File: src/rtl/core_pkg.sv
// Shared definitions for the core pipeline writeback stage.
// - wb_sel_e   : writeback result select (codes 5-7 fall back to ALU)
// - SZ_B/H/W   : load byte-lane masks carried with each load
// - wb_state_e : writeback FSM states
package core_pkg;

    typedef enum logic [2:0] {
        WB_ALU = 3'd0,
        WB_MEM = 3'd1,
        WB_PC4 = 3'd2,
        WB_IMM = 3'd3,
        WB_CSR = 3'd4
    } wb_sel_e;

    localparam logic [3:0] SZ_B = 4'b0001;
    localparam logic [3:0] SZ_H = 4'b0011;
    localparam logic [3:0] SZ_W = 4'b1111;

    typedef enum logic [0:0] {
        IDLE      = 1'b0,
        LOAD_WAIT = 1'b1
    } wb_state_e;

endpackage

File: src/rtl/load_data_aligner.sv
// Combinational load-data aligner: picks the addressed byte/half out of the
// returned memory word and zero- or sign-extends it to XLEN.
// Ports:
//   rdata       in  XLEN  raw data-memory read word
//   size        in  4     byte mask (SZ_B, SZ_H, anything else = word)
//   is_unsigned in  1     1 = zero-extend, 0 = sign-extend
//   addr_lo     in  2     load address bits [1:0]
//   data        out XLEN  aligned, extended load value
import core_pkg::*;

module load_data_aligner #(
    parameter int XLEN = 32
) (
    input  logic [XLEN-1:0] rdata,
    input  logic [3:0]      size,
    input  logic            is_unsigned,
    input  logic [1:0]      addr_lo,
    output logic [XLEN-1:0] data
);

    logic [7:0]  byte_sel;
    logic [15:0] half_sel;

    always_comb begin
        byte_sel = 8'h00;
        case (addr_lo)
            2'd0: byte_sel = rdata[7:0];
            2'd1: byte_sel = rdata[15:8];
            2'd2: byte_sel = rdata[23:16];
            2'd3: byte_sel = rdata[31:24];
            default: byte_sel = rdata[7:0];
        endcase
        // addr_lo[0] is ignored for halves; misaligned halves never reach here.
        half_sel = addr_lo[1] ? rdata[31:16] : rdata[15:0];
    end

    always_comb begin
        data = rdata;
        if (size == SZ_B) begin
            data = {{(XLEN-8){byte_sel[7] & ~is_unsigned}}, byte_sel};
        end else if (size == SZ_H) begin
            data = {{(XLEN-16){half_sel[15] & ~is_unsigned}}, half_sel};
        end
    end

endmodule

File: src/rtl/core_wb_stage.sv
// Writeback stage: selects the instruction result, aligns/extends load data
// and drives the register-file write port. A load whose memory response is
// not back yet is captured and the pipeline is stalled until it returns.
//
// state     | meaning
// ----------+-------------------------------------------------------------
// IDLE      | accepting MEM-stage instructions each cycle
// LOAD_WAIT | load captured, waiting for i_dmem_rvalid; MEM inputs ignored
//
// Ports:
//   i_clk, i_rst_n            clock, async active-low reset
//   i_valid .. i_csr_rdata    MEM-stage instruction and its candidate results
//   i_dmem_rvalid/rdata       data-memory read response
//   o_stall                   combinational hold for upstream stages
//   o_wb_rd/o_rd_din          registered write address / data
//   o_wb_reg_write            registered one-cycle write enable
//   o_spurious_rsp            one-cycle pulse: response with no load pending
import core_pkg::*;

module core_wb_stage #(
    parameter int XLEN = 32
) (
    input  logic            i_clk,
    input  logic            i_rst_n,
    input  logic            i_valid,
    input  logic [4:0]      i_rd,
    input  logic            i_reg_write,
    input  logic            i_mem_read,
    input  logic [2:0]      i_mem_to_reg,
    input  logic [3:0]      i_d_size,
    input  logic            i_d_unsigned,
    input  logic [1:0]      i_addr_lo,
    input  logic [XLEN-1:0] i_alu_result,
    input  logic [XLEN-1:0] i_pc_plus4,
    input  logic [XLEN-1:0] i_imm,
    input  logic [XLEN-1:0] i_csr_rdata,
    input  logic            i_dmem_rvalid,
    input  logic [XLEN-1:0] i_dmem_rdata,
    output logic            o_stall,
    output logic [4:0]      o_wb_rd,
    output logic            o_wb_reg_write,
    output logic [XLEN-1:0] o_rd_din,
    output logic            o_spurious_rsp
);

    wb_state_e       state_q;
    logic [4:0]      cap_rd;
    logic            cap_reg_write;
    logic [3:0]      cap_size;
    logic            cap_unsigned;
    logic [1:0]      cap_addr_lo;

    logic [3:0]      al_size;
    logic            al_unsigned;
    logic [1:0]      al_addr_lo;
    logic [XLEN-1:0] load_data;
    logic [XLEN-1:0] sel_result;

    // While waiting, the aligner must use the captured load attributes since
    // the MEM-stage inputs may already belong to a different instruction.
    always_comb begin
        al_size     = i_d_size;
        al_unsigned = i_d_unsigned;
        al_addr_lo  = i_addr_lo;
        if (state_q == LOAD_WAIT) begin
            al_size     = cap_size;
            al_unsigned = cap_unsigned;
            al_addr_lo  = cap_addr_lo;
        end
    end

    load_data_aligner #(.XLEN(XLEN)) u_aligner (
        .rdata       (i_dmem_rdata),
        .size        (al_size),
        .is_unsigned (al_unsigned),
        .addr_lo     (al_addr_lo),
        .data        (load_data)
    );

    always_comb begin
        sel_result = i_alu_result;
        case (i_mem_to_reg)
            WB_MEM:  sel_result = load_data;
            WB_PC4:  sel_result = i_pc_plus4;
            WB_IMM:  sel_result = i_imm;
            WB_CSR:  sel_result = i_csr_rdata;
            default: sel_result = i_alu_result;
        endcase
    end

    always_comb begin
        o_stall = 1'b0;
        if (state_q == IDLE) begin
            o_stall = i_valid && i_mem_read && !i_dmem_rvalid;
        end else begin
            o_stall = !i_dmem_rvalid;
        end
    end

    always_ff @(posedge i_clk or negedge i_rst_n) begin
        if (!i_rst_n) begin
            state_q        <= IDLE;
            cap_rd         <= '0;
            cap_reg_write  <= 1'b0;
            cap_size       <= '0;
            cap_unsigned   <= 1'b0;
            cap_addr_lo    <= '0;
            o_wb_rd        <= '0;
            o_wb_reg_write <= 1'b0;
            o_rd_din       <= '0;
            o_spurious_rsp <= 1'b0;
        end else begin
            o_wb_reg_write <= 1'b0;
            o_spurious_rsp <= 1'b0;
            case (state_q)
                IDLE: begin
                    if (i_valid && !i_mem_read) begin
                        o_wb_rd        <= i_rd;
                        o_rd_din       <= sel_result;
                        o_wb_reg_write <= i_reg_write && (i_rd != 5'd0);
                        o_spurious_rsp <= i_dmem_rvalid;
                    end else if (i_valid && i_mem_read) begin
                        if (i_dmem_rvalid) begin
                            o_wb_rd        <= i_rd;
                            o_rd_din       <= load_data;
                            o_wb_reg_write <= i_reg_write && (i_rd != 5'd0);
                        end else begin
                            cap_rd        <= i_rd;
                            cap_reg_write <= i_reg_write;
                            cap_size      <= i_d_size;
                            cap_unsigned  <= i_d_unsigned;
                            cap_addr_lo   <= i_addr_lo;
                            state_q       <= LOAD_WAIT;
                        end
                    end else begin
                        o_spurious_rsp <= i_dmem_rvalid;
                    end
                end
                LOAD_WAIT: begin
                    if (i_dmem_rvalid) begin
                        o_wb_rd        <= cap_rd;
                        o_rd_din       <= load_data;
                        o_wb_reg_write <= cap_reg_write && (cap_rd != 5'd0);
                        state_q        <= IDLE;
                    end
                end
                default: state_q <= IDLE;
            endcase
        end
    end

endmodule

File: config.mk
export PLATFORM = sky130hd
export DESIGN_NAME = core_wb_stage
export DESIGN_NICKNAME = d
export VERILOG_FILES = /design/src/rtl/core_pkg.sv /design/src/rtl/load_data_aligner.sv /design/src/rtl/core_wb_stage.sv
export SDC_FILE = /design/constraint.sdc
export NUM_CORES = 1
export LEC_CHECK = 0
export ABC_AREA = 1
export CAP_MARGIN = 25
export CORE_AREA = 2 2 149 151
export DETAILED_ROUTE_END_ITERATION = 10
export DIE_AREA = 0 0 151 153
export GPL_ROUTABILITY_DRIVEN = 0
export PLACE_DENSITY_LB_ADDON = 0.08
export SETUP_SLACK_MARGIN = 0.5
export SLEW_MARGIN = 20
export SYNTH_ARGS = -nofsm -noshare
export SYNTH_HDL_FRONTEND = slang
export SYNTH_SLANG_ARGS = --single-unit
export TNS_END_PERCENT = 1
File: constraint.sdc
create_clock -name i_clk -period 1.8 [get_ports i_clk]
set_input_delay 0.27 -clock i_clk [delete_from_list [all_inputs] [get_ports i_clk]]
set_output_delay 0.27 -clock i_clk [all_outputs]
set_load 0.02 [all_outputs]
==> run metrics, run 1 <==
status finished with violations; failing checks negative hold slack, negative setup slack; number of vias per cell approximately 4.6; I/O pin count around 220; Crit Path Category reg -> reg; Worst EP required between 2000 and 2500 ps; Worst path slowest cell dfrtp_2; most common cell after layout, fill and taps aside nand2_1; post-synthesis net count around 1,100; antenna violations before repair 0; Yosys Warn Count 0; die height between 150 and 200 um; Clock Root Buffer clkbuf_16; slew margin rel. between 70 and 80%; sequential area share after synthesis ~25%; Worst R2R Path Depth 14; Avg Cell Area, Syn ~5.6 sq um; pin count of the biggest net entering global routing 40; Mapped Cells ~940; Cell Chain, Critical Path clkinv_4 > buf_6 > nand2_4 > nand3_4 > nand3_4 > nand3_4 > nand3_4 > buf_12 > buf_8 > nand2_1 > nand2_1 > nand3_1 > nand3_1 > nand2_1; clock period minus final worst setup slack approximately 1900 ps; Initial Utilization about a quarter; remaining global-route overflow 0; via count of the first global-routing pass between 6,000 and 7,000; asr flop ratio synth 100%; share of layout cells above drive strength 1 between 10% and 20%; Top FF cell, synth dfrtp_1; Num CTS Buffers 5; number of synthesized flops with an enable pin 0; Rows 54; RSZ-0062 raised after global routing true; drt drc 0; core footprint 0.0215 sq mm; most used cell, CP nand3_4; hold_buf cts 0; Post-DP HPWL about 19,000 um; final hold viol count 28; Netlist cell types 31; peak supply drop around 0.39 mV; WL/cell between 15 and 20 um; Synth area leaders dfrtp_1, nand2_1, inv_1; clk slew on worst S/H paths 80 ps; first-pass GRT wire length roughly 37,000 um; H-tree level count 2; fmax 531 MHz; Hold Crit Class in -> async; reg-to-reg endpoint o_rd_din[30]$_DFFE_PN0P_; Final Max Slew Viols 0; reg2reg start state_q$_DFF_PN0_; Die X-Extent approximately 150 um; CP peak stage delay ~460 ps; final instance area between 0.009 and 0.01 sq mm; routed wire length approximately 24,000 um; area of the mapped netlist 0.00526 sq mm; gr usage total 20.4%; Ant. Diodes 0; Final Util 42.1%; initial DRC count around 360; most frequent cells in the layout nand2_1, clkdlybuf4s50_1, inv_1; die area 0.0231 sq mm; Antenna Nets Post-Route 0; total design power roughly 5300 uW; # fillers ~2,400; Synth Register Bits between 50 and 60; CTS tree done; nets roughly 1,400; DP Area about 0.0085 sq mm; Arrival @ worst endpoint about 2100 ps; Max FO, Critical Path 7; area occupied by multi-input gates ~0.0035 sq mm; worst hold margin -15.4 ps; Max Cap Viol 0; clock latency on the worst-skew pair roughly 310 ps; post-synth top area share 25.2%; worst-case clock skew approximately 7.7 ps; PortBufs 220; final worst path period share 105%; via count 6,800; setup violators final 23; Startpoint Class flop; Slew @ Worst Pin roughly 430 ps; Pre-Repair DR Iteration Count 5; nature of the critical path endpoint flop; worst reg-to-reg setup slack -80 ps; clock buffer depth 2; final worst slack -83.4 ps; LEAKAGE between 0.004 and 0.005 uW; pwr dens 582 mW/mm^2; total clock sinks between 50 and 60; Synth area leader dfrtp_1; FF+latch area approximately 0.0013 sq mm; Synth-to-Final Area Change 71.9%
==> cell type report <==
cell class / instances / share of cell area (%)
Timing Repair Buffer: 320 / 35.5
Inverter: 140 / 5.89
Clock inverter: 3 / 0.277
Multi-Input combinational cell: 690 / 38.4
Clock buffer: 5 / 1.38
Sequential cell: 53 / 14.7
Tap cell: 280 / 3.87
==> logic make-up after synthesis <==
family	share of synthesized area, %
compound gates	19.5
flops	25.2
mux	0.428
simple gates	39.8
buf+inv	15.1
==> worst max path at each step <==
stage	cells after the start	endpoint	slack (ps)	from
6_report	14	o_rd_din[30]$_DFFE_PN0P_	-80	state_q$_DFF_PN0_
5_1_grt	14	o_rd_din[14]$_DFFE_PN0P_	-200	state_q$_DFF_PN0_
4_1_cts	12	o_rd_din[21]$_DFFE_PN0P_	-60	state_q$_DFF_PN0_
3_5_place_dp	13	o_rd_din[21]$_DFFE_PN0P_	-390	i_addr_lo[0]
3_3_place_gp	13	o_rd_din[12]$_DFFE_PN0P_	-370	i_addr_lo[0]
2_1_floorplan	14	o_rd_din[23]$_DFFE_PN0P_	160	state_q$_DFF_PN0_
==> Yosys cell counts (2+ instances only) <==
| library cell | n |
|---|---|
| nand3_1 | 95 |
| nand2_1 | 312 |
| buf_4 | 2 |
| mux2_2 | 2 |
| dfrtp_1 | 53 |
| o21ai_0 | 80 |
| a211oi_1 | 18 |
| a221oi_1 | 9 |
| nand2_2 | 5 |
| a31oi_1 | 5 |
| nand4_1 | 7 |
| o211ai_1 | 5 |
| buf_2 | 13 |
| nor2_2 | 3 |
| nand2_4 | 2 |
| clkbuf_1 | 34 |
| buf_6 | 4 |
| buf_1 | 3 |
| inv_1 | 137 |
| nor2_1 | 75 |
| nor3_1 | 3 |
| o21ai_2 | 3 |
| a21oi_1 | 61 |
==> what timing repair did <==
action	in CTS	in global routing
endpoints found under the hold margin	0	0
setup endpoints to repair	91	69
setup buffers	8	2
cloned	2	0
pin swaps	19	21
resized for setup	130	73
==> report_power, final <==
part | total (uW) | switching, uW | internal (uW)
clock | 1100 | 573 | 531
sequential | 1590 | 180 | 1410
combinational | 2570 | 1340 | 1220
==> sequential cells by signal (all words and copies together), names as in the netlist, 2 cells and up <==
register	flops
o_rd_din	32
cap_rd	5
o_wb_rd	5
cap_size	4
cap_addr_lo	2
==> stage by stage <==
step	worst slack [ps]	cells	TNS (ps)
2_1_floorplan	160	939	0
3_3_place_gp	-366	1471	-9770
3_5_place_dp	-392	1471	-10110
4_1_cts	-61.2	1489	-685
5_1_grt	-200	1491	-5200
6_report	-83.4	1491	-1150
==> metal layers <==
metal / up-vias / wire (um) / part of all wire [%] / GRT usage, %
li1: 3528 / - / - / -
met1: 3077 / 10700 / 45 / 27.5
met2: 172 / 11400 / 48 / 34.5
met3: 23 / 1200 / 5.0 / 3.22
met4: 0 / 393 / 1.7 / 4.41
met5: - / 0 / 0 / 0
==> critical path, delay by kind of cell, from the launching register on <==
family                 cells  cell delay, ps
DFF                        1             460
buffers and inverters      4             540
and+or+nand+nor           10             780
(Power assumes the default switching activity.)
==> run 2: changes to the inputs <==
Settings changed: CORE_AREA 2 2 149 151 to 2 2 118 120, DIE_AREA 0 0 151 153 to 0 0 120 122.
==> run 2 against run 1 <==
Against the previous run:
- the flow finishes with violations (negative setup slack)
- largest cell class unchanged
- via count rose by 0.28%
- first-iteration DRC count rose by 59%
- clock skew up 5.2 ps
- critical path type unchanged
- maximum frequency rose by 2.3%
- setup slack gained 43 ps
- global-route usage up 6.3 points
- cell count is 7.9% lower
- combinational power shrank 6%
- die area is 37% lower
==> run metrics, run 2 (synthesized netlist as in run 1, its figures left out) <==
Worst path slowest cell dfrtp_2; Num CTS Buffers 5 (unchanged); core footprint 0.0135 sq mm (-37%); pin count of the biggest net entering global routing 55 (+38%); Die X-Extent 120 um (-21%); I/O pin count 221 (unchanged); CP peak stage delay 490 ps (+30 ps); Largest regs o_rd_din: 32 flops, cap_rd: 5 flops, o_wb_rd: 5 flops; via count 6,819 (+0.28%); status finished with violations; final worst path period share 102% (-2.4 points); Largest Register o_rd_din; Crit Path Category reg -> reg; routed wire length 19,900 um (-16%); die area 0.0146 sq mm (-37%); most common cell after layout, fill and taps aside nand2_1; Max Cap Viol 0 (unchanged); clk slew on worst S/H paths 80 ps (about the same); Clock Root Buffer clkbuf_16; CTS tree done; clock buffer depth 2 (unchanged); clock power share 21.5% (+0.5 points); switching power 1990 uW (-4.9%); gr usage total 26.8% (+6.3 points); worst-case clock skew 12.9 ps (+5.19 ps); Rows 43 (-20%); peak supply drop 0.372 mV (-4.9%); nature of the critical path endpoint flop; DP Area 0.00825 sq mm (-2.6%); Slew @ Worst Pin 501 ps (+68.6 ps); slew margin rel. 66.6% (-4.6 points); worst slack at placement -299 ps (+92.8 ps); remaining global-route overflow 0 (unchanged); sw frac 39.3% (-0.56 points); final hold viol count 0 (-100%); initial DRC count 570 (+59%); H-tree level count 2 (unchanged); Initial Utilization 39.0% (+14 points); RSZ-0062 raised after global routing true; Worst EP required 2010 ps (about the same); via count of the first global-routing pass 6,174 (-8.1%); Synth-to-Final Area Change 61.9%; logic gate share of total power 47.4% (-1.4 points); antenna violations before repair 0 (unchanged); share of layout cells above drive strength 1 14.8% (-4.0 points); Crit path buffers/inverters 2 (-2); internal cell power 3080 uW (-2.7%); most used cell, CP nand2_1; WL/cell 14.5 um (-8.8%); worst hold margin 261 ps (+276 ps); final worst slack -40.6 ps (+42.8 ps); number of vias per cell 4.97 (+8.9%); nets 1,373 (-1.3%); delay-heaviest family, CP simple AND/OR/NAND/NOR gates; Startpoint Class flop; final instance area 0.00852 sq mm (-5.8%); most frequent cells in the layout nand2_1, clkdlybuf4s50_1, inv_1; total clock sinks 53 (unchanged); number of flip-flops in the largest register 32 (unchanged); fmax 543 MHz (+2.3%); Antenna Nets Post-Route 0 (unchanged); setup violators final 27 (+17%); failing checks negative setup slack; first-pass GRT wire length 31,200 um (-16%); drt drc 0 (unchanged); LEAKAGE 0.00428 uW (-3.8%); Max FO, Critical Path 8 (+1); Reg power frac 31.1% (+0.9 points); die height 122 um (-20%); clock latency on the worst-skew pair 320 ps (about the same); Cell Chain, Critical Path nor2_2 > nand3_2 > nand2_4 > buf_12 > clkinvlp_4 > a21oi_1 > nand2_1 > nand2_1 > nand3_1 > nand3_1 > nand2_1; Ant. Diodes 0 (unchanged); Final Max Slew Viols 0 (unchanged); Hold Crit Class in -> reg; setup TNS -503 ps (+651 ps); PortBufs 220 (unchanged); pwr dens 596 mW/mm^2 (+2.4%); clock period minus final worst setup slack 1840 ps (-42.8 ps); Post-DP HPWL 15,300 um (-17%); Arrival @ worst endpoint 2050 ps (-40 ps); Pre-Repair DR Iteration Count 5 (unchanged)
-- run 2: timing repair --
action                     4_1_cts  5_1_grt
setup buffers                    0        4
setup endpoints to repair       91       75
hold buffers                     1        0
gates resized for setup         94       55
hold endpoints to repair        19        0
pin swaps                        2       11
-- run 2: path summary, 6_finish.rpt --
| kind | from | endpoint | slack [ps] | cells past startpoint |
|---|---|---|---|---|
| max | state_q$_DFF_PN0_ | o_rd_din[25]$_DFFE_PN0P_ | -40 | 11 |
| min | i_dmem_rvalid | state_q$_DFF_PN0_ | 260 | 2 |
| max reg2reg | state_q$_DFF_PN0_ | o_rd_din[25]$_DFFE_PN0P_ | -40 | 11 |
| min reg2reg | cap_size[3]$_DFFE_PN0P_ | cap_size[3]$_DFFE_PN0P_ | 500 | 2 |
| max in group asynchronous | i_rst_n | o_rd_din[22]$_DFFE_PN0P_ | 770 | 3 |
| min in group asynchronous | i_rst_n | cap_size[1]$_DFFE_PN0P_ | 440 | 2 |
-- run 2: per-layer routing --
layer | GRT usage [%] | share of wire, %
met1 | 35.6 | 43
met3 | 4.12 | 6.9
met4 | 6.10 | 1.5
met2 | 45.8 | 49
met5 | 0 | 0
-- run 2: power by group through the flow --
stage | Combinational, uW | Clock (uW) | Sequential [uW]
after CTS | 2370 | 1100 | 1580
after floorplan | 1010 | 0 | 1770
after global placement | 2410 | 0 | 1590
after detailed placement | 2430 | 0 | 1600
final | 2410 | 1090 | 1580
after global routing | 2640 | 1140 | 1610
-- run 2: area by class of cell --
class	count	area, sq um
Fill cell	1289	4990
Tap cell	180	225
Clock buffer	5	125
Sequential cell	53	1330
Inverter	140	534
Clock inverter	3	26.3
Timing Repair Buffer	302	2930
Multi-Input combinational cell	690	3350
-- run 2: per-stage QoR --
stage | std cells | util, % | total power [uW]
2_1_floorplan | 939 | - | 2780
3_3_place_gp | 1360 | 61.1 | 4000
3_5_place_dp | 1360 | 61.1 | 4020
4_1_cts | 1369 | 62.5 | 5040
5_1_grt | 1373 | 63.1 | 5390
6_report | 1373 | 63.1 | 5070
==> run 3: changes to the inputs <==
Settings changed: CORE_AREA 2 2 118 120 to 5 5 121 123, DIE_AREA 0 0 120 122 to 0 0 126 128.
==> run 3 against run 2 <==
Against the previous run:
- the flow still finishes with violations (negative setup slack)
- power is 0.93% lower
- via count is 0.22% lower
- register-to-register slack lost 20 ps
- setup slack lost 24 ps
- critical path type unchanged
- critical endpoint is now o_rd_din[26]$_DFFE_PN0P_
- largest cell class unchanged
- largest power group unchanged
==> run metrics, run 3 (synthesized netlist as in run 1, its figures left out) <==
status finished with violations; failing checks negative setup slack; LEAKAGE 0.00434 uW (+1.4%); routed wire length 20,600 um (+3.7%); setup TNS -1080 ps (-578 ps); gr usage total 24.6% (-2.2 points); Rows 43 (unchanged); antenna violations before repair 0 (unchanged); peak supply drop 0.392 mV (+5.4%); delay-heaviest family, CP simple AND/OR/NAND/NOR gates; Slew @ Worst Pin 420 ps (-81.1 ps); Largest Register o_rd_din; Startpoint Class flop; PortBufs 220 (unchanged); nature of the critical path endpoint flop; die height 128 um (+4.9%); Worst path slowest cell dfrtp_2; remaining global-route overflow 0 (unchanged); most used cell, CP nand2_1; most common cell after layout, fill and taps aside nand2_1; number of vias per cell 4.94 (-0.58%); H-tree level count 2 (unchanged); clock period minus final worst setup slack 1860 ps (+23.8 ps); most frequent cells in the layout nand2_1, clkdlybuf4s50_1, inv_1; Die X-Extent 126 um (+5.0%); WL/cell 15.0 um (+3.3%); die area 0.0161 sq mm (+10%); Max FO, Critical Path 8 (unchanged); worst reg-to-reg setup slack -60 ps (-20 ps); Max Cap Viol 0 (unchanged); Cell Chain, Critical Path buf_6 > nand2_1 > nand2_2 > nand3_2 > nand3_2 > nand3_4 > buf_4 > buf_12 > nand2_1 > nand2_1 > nand3_1 > nand3_1 > nand2_1; I/O pin count 221 (unchanged); total clock sinks 53 (unchanged); Crit Path Category reg -> reg; core footprint 0.0136 sq mm (+0.40%); worst slack at placement -289 ps (+10.0 ps); CTS tree done; pin count of the biggest net entering global routing 56 (+1.8%); Ant. Diodes 0 (unchanged); CP peak stage delay 490 ps (about the same); Arrival @ worst endpoint 2070 ps (+20 ps); fmax 536 MHz (-1.3%); initial DRC count 419 (-26%); Initial Utilization 38.8% (-0.15 points); Largest regs o_rd_din: 32 flops, cap_rd: 5 flops, o_wb_rd: 5 flops; Synth-to-Final Area Change 62.5%; pwr dens 588 mW/mm^2 (-1.3%); Final Max Slew Viols 0 (unchanged); Post-DP HPWL 15,600 um (+1.6%); final hold viol count 0 (unchanged); Antenna Nets Post-Route 0 (unchanged); clk slew on worst S/H paths 80 ps (about the same); RSZ-0062 raised after global routing true; number of flip-flops in the largest register 32 (unchanged); first-pass GRT wire length 32,300 um (+3.6%); Worst EP required 2010 ps (about the same); via count 6,804 (-0.22%); via count of the first global-routing pass 6,323 (+2.4%); Clock Root Buffer clkbuf_16; clock latency on the worst-skew pair 300 ps (-20 ps); nets 1,378 (+0.36%); Pre-Repair DR Iteration Count 5 (unchanged); setup violators final 27 (unchanged); worst-case clock skew 7.65 ps (-5.25 ps); slew margin rel. 72.0% (+5.4 points); final worst slack -64.3 ps (-23.8 ps); share of layout cells above drive strength 1 15.5% (+0.77 points); Hold Crit Class in -> reg; drt drc 0 (unchanged); final worst path period share 104% (+1.3 points); Crit path buffers/inverters 3 (+1); clock buffer depth 2 (unchanged); Num CTS Buffers 5 (unchanged)
==> run 3: changes by cell type in the layout (fill, tap and decap cells not counted), sizes merged <==
cell | previous run | this run
dlygate4sd2 | 2 | 3
clkinv | 1 | 2
clkbuf | 22 | 27
clkinvlp | 1 | 0
buf | 85 | 89
clkdlybuf4s15 | 19 | 14
==> run 3: area by class of cell <==
| cell class | count | area (sq um) |
|---|---|---|
| Fill cell | 1319 | 5010 |
| Multi-Input combinational cell | 690 | 3380 |
| Timing Repair Buffer | 307 | 2930 |
| Sequential cell | 53 | 1330 |
| Inverter | 140 | 533 |
| Tap cell | 180 | 225 |
| Clock buffer | 5 | 125 |
| Clock inverter | 3 | 28.8 |
==> run 3: routing by layer <==
metal  track usage [%]  routed length [um]
met2              42.7               10200
met4              6.12                 431
met5                 0                   0
met3              4.17                1430
met1              31.8                8560
==> run 3: worst reg2reg max path, stage by stage (launching register included) <==
cell	delay [ps]
dfrtp_2	490
buf_6	170
nand2_1	70
nand2_2	110
nand3_2	100
nand3_2	110
nand3_4	130
buf_4	130
buf_12	110
nand2_1	100
nand2_1	80
nand3_1	60
nand3_1	80
nand2_1	50
==> run 3: stage by stage <==
stage / total power [uW] / area (sq um) / instances / hold WS [ps] / util, %
5_1_grt: 5350 / 8550 / 1378 / 278 / 63.0
4_1_cts: 5030 / 8530 / 1378 / 239 / 62.9
3_3_place_gp: 3970 / 8190 / 1360 / 293 / 60.4
3_5_place_dp: 3990 / 8190 / 1360 / 293 / 60.4
2_1_floorplan: 2780 / 5370 / 939 / -25.6 / -
6_report: 5030 / 8550 / 1378 / 262 / 63.0
==> run 3: final timing paths <==
kind	endpoint	cells past startpoint	from
max	o_rd_din[26]$_DFFE_PN0P_	13	state_q$_DFF_PN0_
min	state_q$_DFF_PN0_	2	i_dmem_rvalid
max reg2reg	o_rd_din[26]$_DFFE_PN0P_	13	state_q$_DFF_PN0_
min reg2reg	cap_reg_write$_DFFE_PN0P_	2	cap_reg_write$_DFFE_PN0P_
max in group asynchronous	state_q$_DFF_PN0_	3	i_rst_n
min in group asynchronous	o_wb_rd[1]$_DFFE_PN0P_	3	i_rst_n
==> run 3: where the power goes <==
group / leakage, uW / internal, uW / switching [uW]
logic: 0.00364 / 1110 / 1280
clock network: 0.0000763 / 536 / 520
registers: 0.000623 / 1410 / 166
==> run 3: what timing repair did <==
action	4_1_cts	5_1_grt
gates resized for setup	100	63
pin swaps	22	3
setup endpoints to repair	91	82
hold buffers	1	0
gates cloned	1	0
buffers inserted	8	0
hold endpoints to repair	53	0
